==> src/rtl/ls_pkg.sv <==
// Shared definitions for the load/store execution unit: op encodings,
// op decode helpers, idle values of the write-back bus and the FSM states.
package ls_pkg;

    localparam int LS_TAG_W = 5;
    localparam int LS_OP_W  = 6;

    localparam logic [LS_OP_W-1:0] OP_LB  = 6'd1;
    localparam logic [LS_OP_W-1:0] OP_LH  = 6'd2;
    localparam logic [LS_OP_W-1:0] OP_LW  = 6'd3;
    localparam logic [LS_OP_W-1:0] OP_LBU = 6'd4;
    localparam logic [LS_OP_W-1:0] OP_LHU = 6'd5;
    localparam logic [LS_OP_W-1:0] OP_SB  = 6'd6;
    localparam logic [LS_OP_W-1:0] OP_SH  = 6'd7;
    localparam logic [LS_OP_W-1:0] OP_SW  = 6'd8;

    // Broadcast bus values when no load result is being published.
    localparam logic [LS_TAG_W-1:0] TAG_FREE  = 5'd0;
    localparam logic [31:0]         DATA_FREE = 32'd0;

    typedef enum logic [1:0] {
        IDLE = 2'd0,
        XFER = 2'd1,
        DONE = 2'd2
    } state_e;

    // Number of bytes moved by an op; 0 marks an unknown op.
    function automatic logic [2:0] op_len(input logic [LS_OP_W-1:0] op);
        case (op)
            OP_LB, OP_LBU, OP_SB: op_len = 3'd1;
            OP_LH, OP_LHU, OP_SH: op_len = 3'd2;
            OP_LW, OP_SW:         op_len = 3'd4;
            default:              op_len = 3'd0;
        endcase
    endfunction

    function automatic logic op_is_store(input logic [LS_OP_W-1:0] op);
        case (op)
            OP_SB, OP_SH, OP_SW: op_is_store = 1'b1;
            default:             op_is_store = 1'b0;
        endcase
    endfunction

    function automatic logic op_is_signed(input logic [LS_OP_W-1:0] op);
        case (op)
            OP_LB, OP_LH: op_is_signed = 1'b1;
            default:      op_is_signed = 1'b0;
        endcase
    endfunction

    function automatic logic op_is_valid(input logic [LS_OP_W-1:0] op);
        op_is_valid = (op_len(op) != 3'd0);
    endfunction

    // Little-endian byte extraction from a word.
    function automatic logic [7:0] byte_sel(input logic [31:0] w, input logic [1:0] idx);
        case (idx)
            2'd0:    byte_sel = w[7:0];
            2'd1:    byte_sel = w[15:8];
            2'd2:    byte_sel = w[23:16];
            default: byte_sel = w[31:24];
        endcase
    endfunction

    // Little-endian byte insertion into a word.
    function automatic logic [31:0] byte_ins(input logic [31:0] w, input logic [1:0] idx,
                                             input logic [7:0] b);
        logic [31:0] r;
        r = w;
        case (idx)
            2'd0:    r[7:0]   = b;
            2'd1:    r[15:8]  = b;
            2'd2:    r[23:16] = b;
            default: r[31:24] = b;
        endcase
        return r;
    endfunction

endpackage

==> src/rtl/ls_exec_unit_if.sv <==
// Bundle of the LS buffer handshake, the LS write-back bus and the byte-wide
// memory-controller port. The unit is the slave side of this bundle.
interface ls_exec_unit_if #(
    parameter int TAG_W = 5,
    parameter int OP_W  = 6
);
    // issue side (from LS buffer)
    logic             LSworkEn;
    logic [31:0]      operandO;
    logic [31:0]      operandT;
    logic [31:0]      imm;
    logic [TAG_W-1:0] wrtTag;
    logic [OP_W-1:0]  opCode;
    logic             LSreadEn;
    logic             LSdone;
    // load write-back broadcast
    logic             enLSwrt;
    logic [TAG_W-1:0] LStag;
    logic [31:0]      LSdata;
    // memory-controller byte port
    logic             memReq;
    logic             memWe;
    logic [31:0]      memAddr;
    logic [7:0]       memWdata;
    logic             memGrant;
    logic [7:0]       memRdata;

    modport master (
        output LSworkEn, operandO, operandT, imm, wrtTag, opCode, memGrant, memRdata,
        input  LSreadEn, LSdone, enLSwrt, LStag, LSdata, memReq, memWe, memAddr, memWdata
    );

    modport slave (
        input  LSworkEn, operandO, operandT, imm, wrtTag, opCode, memGrant, memRdata,
        output LSreadEn, LSdone, enLSwrt, LStag, LSdata, memReq, memWe, memAddr, memWdata
    );
endinterface

==> src/rtl/ls_extend.sv <==
// Sign/zero extension of a raw little-endian load value according to the op.
// Kept separate so a future cache hit path can share it.
module ls_extend
    import ls_pkg::*;
(
    input  logic [31:0]         raw_i,
    input  logic [LS_OP_W-1:0]  op_i,
    output logic [31:0]         result_o
);

    // Extend the low byte/half-word; word loads and anything else pass through.
    always_comb begin
        result_o = raw_i;
        case (op_i)
            OP_LB:   result_o = {{24{raw_i[7]}}, raw_i[7:0]};
            OP_LBU:  result_o = {24'd0, raw_i[7:0]};
            OP_LH:   result_o = {{16{raw_i[15]}}, raw_i[15:0]};
            OP_LHU:  result_o = {16'd0, raw_i[15:0]};
            default: result_o = raw_i;
        endcase
    end

endmodule

==> src/rtl/ls_exec_unit.sv <==
// Load/store execution stage: takes one op from the LS buffer, forms
// base+imm, moves 1/2/4 bytes serially over the memory port, then pulses
// LSdone (and, for loads, broadcasts the extended result) for one cycle.
module ls_exec_unit
    import ls_pkg::*;
#(
    parameter int TAG_W = LS_TAG_W,
    parameter int OP_W  = LS_OP_W
)(
    input  logic           clk,
    input  logic           rst_n,
    input  logic           rdy,
    ls_exec_unit_if.slave  bus
);

    state_e           state_q, state_d;
    logic [2:0]       req_cnt_q, req_cnt_d;
    logic [2:0]       rsp_cnt_q, rsp_cnt_d;
    logic [2:0]       len_q, len_d;
    logic [31:0]      addr_q, addr_d;
    logic [31:0]      data_q, data_d;
    logic [OP_W-1:0]  op_q, op_d;
    logic [TAG_W-1:0] tag_q, tag_d;
    logic [31:0]      ld_data_q, ld_data_d;
    logic             rd_pend_q, rd_pend_d;

    logic             mem_req_q, mem_req_d;
    logic             mem_we_q, mem_we_d;
    logic [31:0]      mem_addr_q, mem_addr_d;
    logic [7:0]       mem_wdata_q, mem_wdata_d;
    logic             ls_done_q, ls_done_d;
    logic             en_ls_wrt_q, en_ls_wrt_d;
    logic [TAG_W-1:0] ls_tag_q, ls_tag_d;
    logic [31:0]      ls_data_q, ls_data_d;

    logic             grant_s;
    logic             store_s;
    logic [2:0]       last_idx_s;
    logic [31:0]      ext_s;

    assign grant_s    = bus.memGrant & mem_req_q;
    assign store_s    = op_is_store(op_q);
    assign last_idx_s = len_q - 3'd1;

    // Block a second issue while busy and in the very cycle an issue is offered.
    assign bus.LSreadEn = (state_q == IDLE) & ~bus.LSworkEn;

    ls_extend u_extend (
        .raw_i    (ld_data_q),
        .op_i     (op_q),
        .result_o (ext_s)
    );

    // Next state, byte counters, load assembly and the next output-register values.
    always_comb begin
        state_d   = state_q;
        req_cnt_d = req_cnt_q;
        rsp_cnt_d = rsp_cnt_q;
        len_d     = len_q;
        addr_d    = addr_q;
        data_d    = data_q;
        op_d      = op_q;
        tag_d     = tag_q;
        ld_data_d = ld_data_q;
        rd_pend_d = 1'b0;

        case (state_q)
            IDLE: begin
                if (bus.LSworkEn) begin
                    addr_d    = bus.operandO + bus.imm;
                    data_d    = bus.operandT;
                    op_d      = bus.opCode;
                    tag_d     = bus.wrtTag;
                    len_d     = op_len(bus.opCode);
                    req_cnt_d = 3'd0;
                    rsp_cnt_d = 3'd0;
                    ld_data_d = 32'd0;
                    if (op_is_valid(bus.opCode)) begin
                        state_d = XFER;
                    end else begin
                        state_d = DONE;
                    end
                end else begin
                    state_d = IDLE;
                end
            end
            XFER: begin
                if (grant_s) begin
                    req_cnt_d = req_cnt_q + 3'd1;
                end else begin
                    req_cnt_d = req_cnt_q;
                end
                // A granted read returns its byte on the following cycle.
                rd_pend_d = grant_s & ~store_s;
                if (rd_pend_q) begin
                    ld_data_d = byte_ins(ld_data_q, rsp_cnt_q[1:0], bus.memRdata);
                    rsp_cnt_d = rsp_cnt_q + 3'd1;
                end else begin
                    rsp_cnt_d = rsp_cnt_q;
                end
                if (store_s && grant_s && (req_cnt_q == last_idx_s)) begin
                    state_d = DONE;
                end else if (!store_s && rd_pend_q && (rsp_cnt_q == last_idx_s)) begin
                    state_d = DONE;
                end else begin
                    state_d = XFER;
                end
            end
            DONE: begin
                state_d = IDLE;
            end
            default: begin
                state_d = IDLE;
            end
        endcase

        // Memory request follows the next counter value so it drops right after the last grant.
        mem_req_d = (state_d == XFER) && (req_cnt_d < len_d);
        if (mem_req_d) begin
            mem_we_d    = op_is_store(op_d);
            mem_addr_d  = addr_d + {29'd0, req_cnt_d};
            mem_wdata_d = op_is_store(op_d) ? byte_sel(data_d, req_cnt_d[1:0]) : 8'd0;
        end else begin
            mem_we_d    = 1'b0;
            mem_addr_d  = 32'd0;
            mem_wdata_d = 8'd0;
        end

        // Retirement outputs are published on the cycle after DONE.
        if (state_q == DONE) begin
            ls_done_d   = 1'b1;
            en_ls_wrt_d = op_is_valid(op_q) & ~op_is_store(op_q);
        end else begin
            ls_done_d   = 1'b0;
            en_ls_wrt_d = 1'b0;
        end
        if (en_ls_wrt_d) begin
            ls_tag_d  = tag_q;
            ls_data_d = ext_s;
        end else begin
            ls_tag_d  = TAG_FREE;
            ls_data_d = DATA_FREE;
        end
    end

    // State, counters and output registers; everything holds while rdy is low.
    always_ff @(posedge clk or negedge rst_n) begin
        if (!rst_n) begin
            state_q     <= IDLE;
            req_cnt_q   <= 3'd0;
            rsp_cnt_q   <= 3'd0;
            len_q       <= 3'd0;
            addr_q      <= 32'd0;
            data_q      <= 32'd0;
            op_q        <= '0;
            tag_q       <= '0;
            ld_data_q   <= 32'd0;
            rd_pend_q   <= 1'b0;
            mem_req_q   <= 1'b0;
            mem_we_q    <= 1'b0;
            mem_addr_q  <= 32'd0;
            mem_wdata_q <= 8'd0;
            ls_done_q   <= 1'b0;
            en_ls_wrt_q <= 1'b0;
            ls_tag_q    <= TAG_FREE;
            ls_data_q   <= DATA_FREE;
        end else if (rdy) begin
            state_q     <= state_d;
            req_cnt_q   <= req_cnt_d;
            rsp_cnt_q   <= rsp_cnt_d;
            len_q       <= len_d;
            addr_q      <= addr_d;
            data_q      <= data_d;
            op_q        <= op_d;
            tag_q       <= tag_d;
            ld_data_q   <= ld_data_d;
            rd_pend_q   <= rd_pend_d;
            mem_req_q   <= mem_req_d;
            mem_we_q    <= mem_we_d;
            mem_addr_q  <= mem_addr_d;
            mem_wdata_q <= mem_wdata_d;
            ls_done_q   <= ls_done_d;
            en_ls_wrt_q <= en_ls_wrt_d;
            ls_tag_q    <= ls_tag_d;
            ls_data_q   <= ls_data_d;
        end
    end

    assign bus.memReq   = mem_req_q;
    assign bus.memWe    = mem_we_q;
    assign bus.memAddr  = mem_addr_q;
    assign bus.memWdata = mem_wdata_q;
    assign bus.LSdone   = ls_done_q;
    assign bus.enLSwrt  = en_ls_wrt_q;
    assign bus.LStag    = ls_tag_q;
    assign bus.LSdata   = ls_data_q;

endmodule
==> src/flat_wrapper.sv <==
// flat-port wrapper written by rule: the top's interface ports become plain ports
module ls_exec_unit_flat import ls_pkg::*;
#(
    parameter int TAG_W = LS_TAG_W,
    parameter int OP_W  = LS_OP_W
)
  (clk, rst_n, rdy, bus_LSworkEn, bus_operandO, bus_operandT, bus_imm, bus_wrtTag, bus_opCode, bus_memGrant, bus_memRdata, bus_LSreadEn, bus_LSdone, bus_enLSwrt, bus_LStag, bus_LSdata, bus_memReq, bus_memWe, bus_memAddr, bus_memWdata);
  ls_exec_unit_if #(.TAG_W(TAG_W), .OP_W(OP_W)) bus_i ();
  input  logic clk;
  input  logic rst_n;
  input  logic rdy;
  input wire logic [$bits(bus_i.LSworkEn)-1:0] bus_LSworkEn;
  input wire logic [$bits(bus_i.operandO)-1:0] bus_operandO;
  input wire logic [$bits(bus_i.operandT)-1:0] bus_operandT;
  input wire logic [$bits(bus_i.imm)-1:0] bus_imm;
  input wire logic [$bits(bus_i.wrtTag)-1:0] bus_wrtTag;
  input wire logic [$bits(bus_i.opCode)-1:0] bus_opCode;
  input wire logic [$bits(bus_i.memGrant)-1:0] bus_memGrant;
  input wire logic [$bits(bus_i.memRdata)-1:0] bus_memRdata;
  output wire logic [$bits(bus_i.LSreadEn)-1:0] bus_LSreadEn;
  output wire logic [$bits(bus_i.LSdone)-1:0] bus_LSdone;
  output wire logic [$bits(bus_i.enLSwrt)-1:0] bus_enLSwrt;
  output wire logic [$bits(bus_i.LStag)-1:0] bus_LStag;
  output wire logic [$bits(bus_i.LSdata)-1:0] bus_LSdata;
  output wire logic [$bits(bus_i.memReq)-1:0] bus_memReq;
  output wire logic [$bits(bus_i.memWe)-1:0] bus_memWe;
  output wire logic [$bits(bus_i.memAddr)-1:0] bus_memAddr;
  output wire logic [$bits(bus_i.memWdata)-1:0] bus_memWdata;
  assign bus_i.LSworkEn = bus_LSworkEn;
  assign bus_i.operandO = bus_operandO;
  assign bus_i.operandT = bus_operandT;
  assign bus_i.imm = bus_imm;
  assign bus_i.wrtTag = bus_wrtTag;
  assign bus_i.opCode = bus_opCode;
  assign bus_i.memGrant = bus_memGrant;
  assign bus_i.memRdata = bus_memRdata;
  assign bus_LSreadEn = bus_i.LSreadEn;
  assign bus_LSdone = bus_i.LSdone;
  assign bus_enLSwrt = bus_i.enLSwrt;
  assign bus_LStag = bus_i.LStag;
  assign bus_LSdata = bus_i.LSdata;
  assign bus_memReq = bus_i.memReq;
  assign bus_memWe = bus_i.memWe;
  assign bus_memAddr = bus_i.memAddr;
  assign bus_memWdata = bus_i.memWdata;
  ls_exec_unit #(.TAG_W(TAG_W), .OP_W(OP_W)) u_core (.clk(clk), .rst_n(rst_n), .rdy(rdy), .bus(bus_i));
endmodule
==> config.mk <==
export PLATFORM = sky130hd
export DESIGN_NAME = ls_exec_unit_flat
export DESIGN_NICKNAME = d
export VERILOG_FILES = /design/src/rtl/ls_pkg.sv /design/src/rtl/ls_exec_unit_if.sv /design/src/rtl/ls_extend.sv /design/src/rtl/ls_exec_unit.sv /design/src/flat_wrapper.sv
export SDC_FILE = /design/constraint.sdc
export NUM_CORES = 1
export LEC_CHECK = 0
export ABC_AREA = 1
export ABC_CLOCK_PERIOD_IN_PS = 6440
export CAP_MARGIN = 20
export CORE_MARGIN = 2
export CORE_UTILIZATION = 38
export DETAILED_ROUTE_END_ITERATION = 10
export GPL_ROUTABILITY_DRIVEN = 0
export HOLD_SLACK_MARGIN = 0.06
export SYNTH_ARGS = -nofsm -noshare
export SYNTH_HDL_FRONTEND = slang
export SYNTH_SLANG_ARGS = --single-unit
==> constraint.sdc <==
create_clock -name clk -period 6.44 [get_ports clk]
set_input_delay 0.644 -clock clk [delete_from_list [all_inputs] [get_ports clk]]
set_output_delay 0.644 -clock clk [all_outputs]
set_load 0.02 [all_outputs]
==> results_dict.tcl <==
set metrics [dict create \
    layout.nets 2086 \
    layout_common_cells "589 x nand2_1, 227 x inv_1, 200 x clkdlybuf4s50_1, 200 x dfrtp_1, 151 x o21ai_0" \
    via_per_inst 4.939 \
    ys.flop_type "dfrtp_1" \
    dpl.hpwl_um 26400 \
    cts_tree "done" \
    timing.rr.start "u_core.state_q[1]" \
    syn-num-nets 1910 \
    vias 11739 \
    syn_inst 1746 \
    critPathRequiredTime_ns 6.77 \
    final_cells 2377 \
    crit_arrival_ns 4.57 \
    grt.total_usage_pct 21.25 \
    clk_pin_slew_ns 0.07 \
    synth-edff-count 0 \
    power.leakage_nw 7.649 \
    period_needed_ns 4.247 \
    worst-path-max-fanout 54 \
    hold_viol 0 \
    cts_buffers 17 \
    synthesis.area_um2 12610 \
    power_density_nw_per_um2 267.7 \
    report.final.slew_viol_count 0 \
    hold_slack_ns 0.3619 \
    route.detailed.drc 0 \
    setup.worst_path.class "in2reg" \
    rsz0062_at_grt "false" \
    clock_latency_ns 0.45 \
    maxCapViolCount 0 \
    antenna_cells 0 \
    die_y_um 186.2 \
    start_util_pct 38.66 \
    placed_area_um2 14970 \
    routed_wl_um 35440 \
    synth_cell_types 51 \
    place_inst 2343 \
    cts-root-buf "clkbuf_16" \
    slew_headroom_pct 32.07 \
    antenna_found_initial 0 \
    core-area_um2 32620 \
    final_common_cell "nand2_1" \
    die_area_um2 34660 \
    num_io_pins 202 \
    cts_num_sinks 200 \
    endpoint_kind "flop" \
    cts_resized 0 \
    io_buffers 201 \
    ys_seq_area_share_pct 39.69 \
    fin_crit_sh_pct 65.94 \
    grt_overflow 0 \
    avgSynthCellArea_um2 7.222 \
    drive_gt1_share_pct 8.682 \
    status "finished clean" \
    avgRoutedWirePerCell_um 14.91 \
    ant_nets 0 \
    htreeDepth 4 \
    finalSetupTns_ns 0 \
    post_cts.repair.setup_buffers 0 \
    drtIter0Drc 908 \
    worstMarginPinSlew_ns 1.019 \
    yosysWarnings 0 \
    drt-pass1-iter-count 6 \
    fin_ws_ns 2.193 \
    timing.critical_path.from "bus_LSworkEn" \
    grt_max_degree 123 \
    row_count 66 \
    postLayoutCellArea_um2 15590 \
    fin_skew_ns 0.01819 \
    crit_path_start_kind "primary input" \
    hold_buffers 0 \
    irDropWorstVdd_v 0.0002140 \
    setup_viol 0 \
    clockBufferDepth 2 \
    max_freq_mhz 235.5 \
    post-place-ws_ns 1.748 \
    synth_seq_cells 200 \
    die_w_um 186.2 \
    grt_pass1_wl_um 58590 \
    grt_pass1_vias 11535 \
    hp-class "in2async" \
    async_flop_share_pct 100.0 \
    fin_total_pwr_mw 4.173 \
    area_delta_synth_final_pct 23.66 \
    utilization_pct 47.80 \
]
-- registers in the layout (all words and copies together) (netlist names) --
| signal | flops |
|---|---|
| u_core.addr_q | 32 |
| u_core.bus.LSdata | 32 |
| u_core.bus.memAddr | 32 |
| u_core.data_q | 32 |
| u_core.ld_data_q | 32 |
| u_core.bus.memWdata | 8 |
| u_core.op_q | 6 |
| u_core.bus.LStag | 5 |
| u_core.tag_q | 5 |
| u_core.len_q | 3 |
| u_core.req_cnt_q | 3 |
| u_core.rsp_cnt_q | 3 |
| u_core.state_q | 2 |
| u_core.bus.LSdone | 1 |
| u_core.bus.enLSwrt | 1 |
| u_core.bus.memReq | 1 |
| u_core.bus.memWe | 1 |
| u_core.rd_pend_q | 1 |
-- layer usage --
metal	wire, um	vias to the layer above	global-route usage [%]
met5	0	-	0
met4	583	0	5.039
met3	1849	42	3.797
met2	16490	308	35.69
met1	16520	5459	28.55
li1	-	5930	-
-- cell usage after synthesis (2+ instances only) --
master | instances | area (um2)
mux2_2 | 16 | 180.2
buf_2 | 9 | 45.04
o2111a_1 | 5 | 56.30
nand3b_1 | 5 | 37.54
nor2_1 | 105 | 394.1
nor3_2 | 3 | 30.03
a21oi_2 | 3 | 26.28
inv_2 | 15 | 56.30
nand3_2 | 10 | 100.1
ha_1 | 42 | 525.5
nand2_1 | 589 | 2211
o31ai_1 | 2 | 15.01
xnor2_1 | 3 | 26.28
o21ai_0 | 151 | 755.7
a21oi_1 | 28 | 140.1
nand3_1 | 107 | 535.5
dfrtp_1 | 200 | 5005
fa_1 | 2 | 40.04
xor2_1 | 4 | 35.03
o211ai_1 | 18 | 135.1
nor3_1 | 4 | 20.02
buf_4 | 4 | 30.03
nand2_2 | 20 | 125.1
nor2_4 | 12 | 135.1
nand3_4 | 3 | 52.55
a31oi_1 | 2 | 12.51
a22o_1 | 16 | 140.1
o21ai_1 | 18 | 90.09
o22ai_1 | 2 | 12.51
nand4_1 | 19 | 118.9
buf_6 | 5 | 56.30
a32o_1 | 6 | 60.06
o21bai_1 | 2 | 15.01
a211oi_1 | 2 | 15.01
o21ai_2 | 3 | 26.28
clkbuf_1 | 33 | 123.9
nor2_2 | 18 | 112.6
or2_2 | 17 | 106.4
nand2_4 | 2 | 22.52
and3_1 | 2 | 12.51
inv_1 | 229 | 859.6
-- path summary, 6_finish.rpt --
check,slack (ns),end,cells past startpoint
worst max-delay path,2.19,u_core.bus.memAddr[23],20
worst min-delay path,0.36,u_core.addr_q[28],1
worst max register to register,2.34,u_core.bus.memAddr[23],20
worst min register to register,0.47,u_core.tag_q[0],2
max in group asynchronous,4.87,u_core.ld_data_q[9],3
min in group clk,0.47,u_core.tag_q[0],2
-- cell type report --
cell class,instances,area [um2]
fillers,3274,17030
clock inverters,13,146.4
repair buffers,208,2101
flip-flops and latches,200,5005
inverters,246,928.4
clock buffers,19,432.9
multi-input cells,1249,6426
well taps,442,553.0
-- worst max-delay path, cell delays in order --
cell and delay, ns:
clkdlybuf4s50_1 0.57, nand2_4 0.25, inv_2 0.69, buf_4 0.56, nand2_1 0.10, o21ai_0 0.09
ha_1 0.21, nand3_1 0.09, nand3_1 0.10, nand3_2 0.12, nor2_4 0.15, nand3_4 0.12
nor2_4 0.13, nand4_1 0.15, nor2_4 0.13, nand2_2 0.08, nor2_4 0.12, nand3_1 0.10
nand3_1 0.08, nand2_1 0.06
-- where the power goes --
group / leakage [nW] / switching (mW) / internal (mW)
combinational: 4.72 / 0.912 / 0.529
clock: 0.265 / 0.500 / 0.577
sequential: 2.66 / 0.156 / 1.50
total: 7.65 / 1.57 / 2.61
-- cell families after synthesis --
kind of cell | after synthesis | share of synthesized area [%]
simple gates | 918 | 32.05
compound gates | 264 | 12.49
buf+inv | 297 | 9.367
flops | 200 | 39.69
fa+ha+maj | 44 | 4.485
xor+xnor | 7 | 0.4862
mux | 16 | 1.429
(Power assumes the default switching activity.)
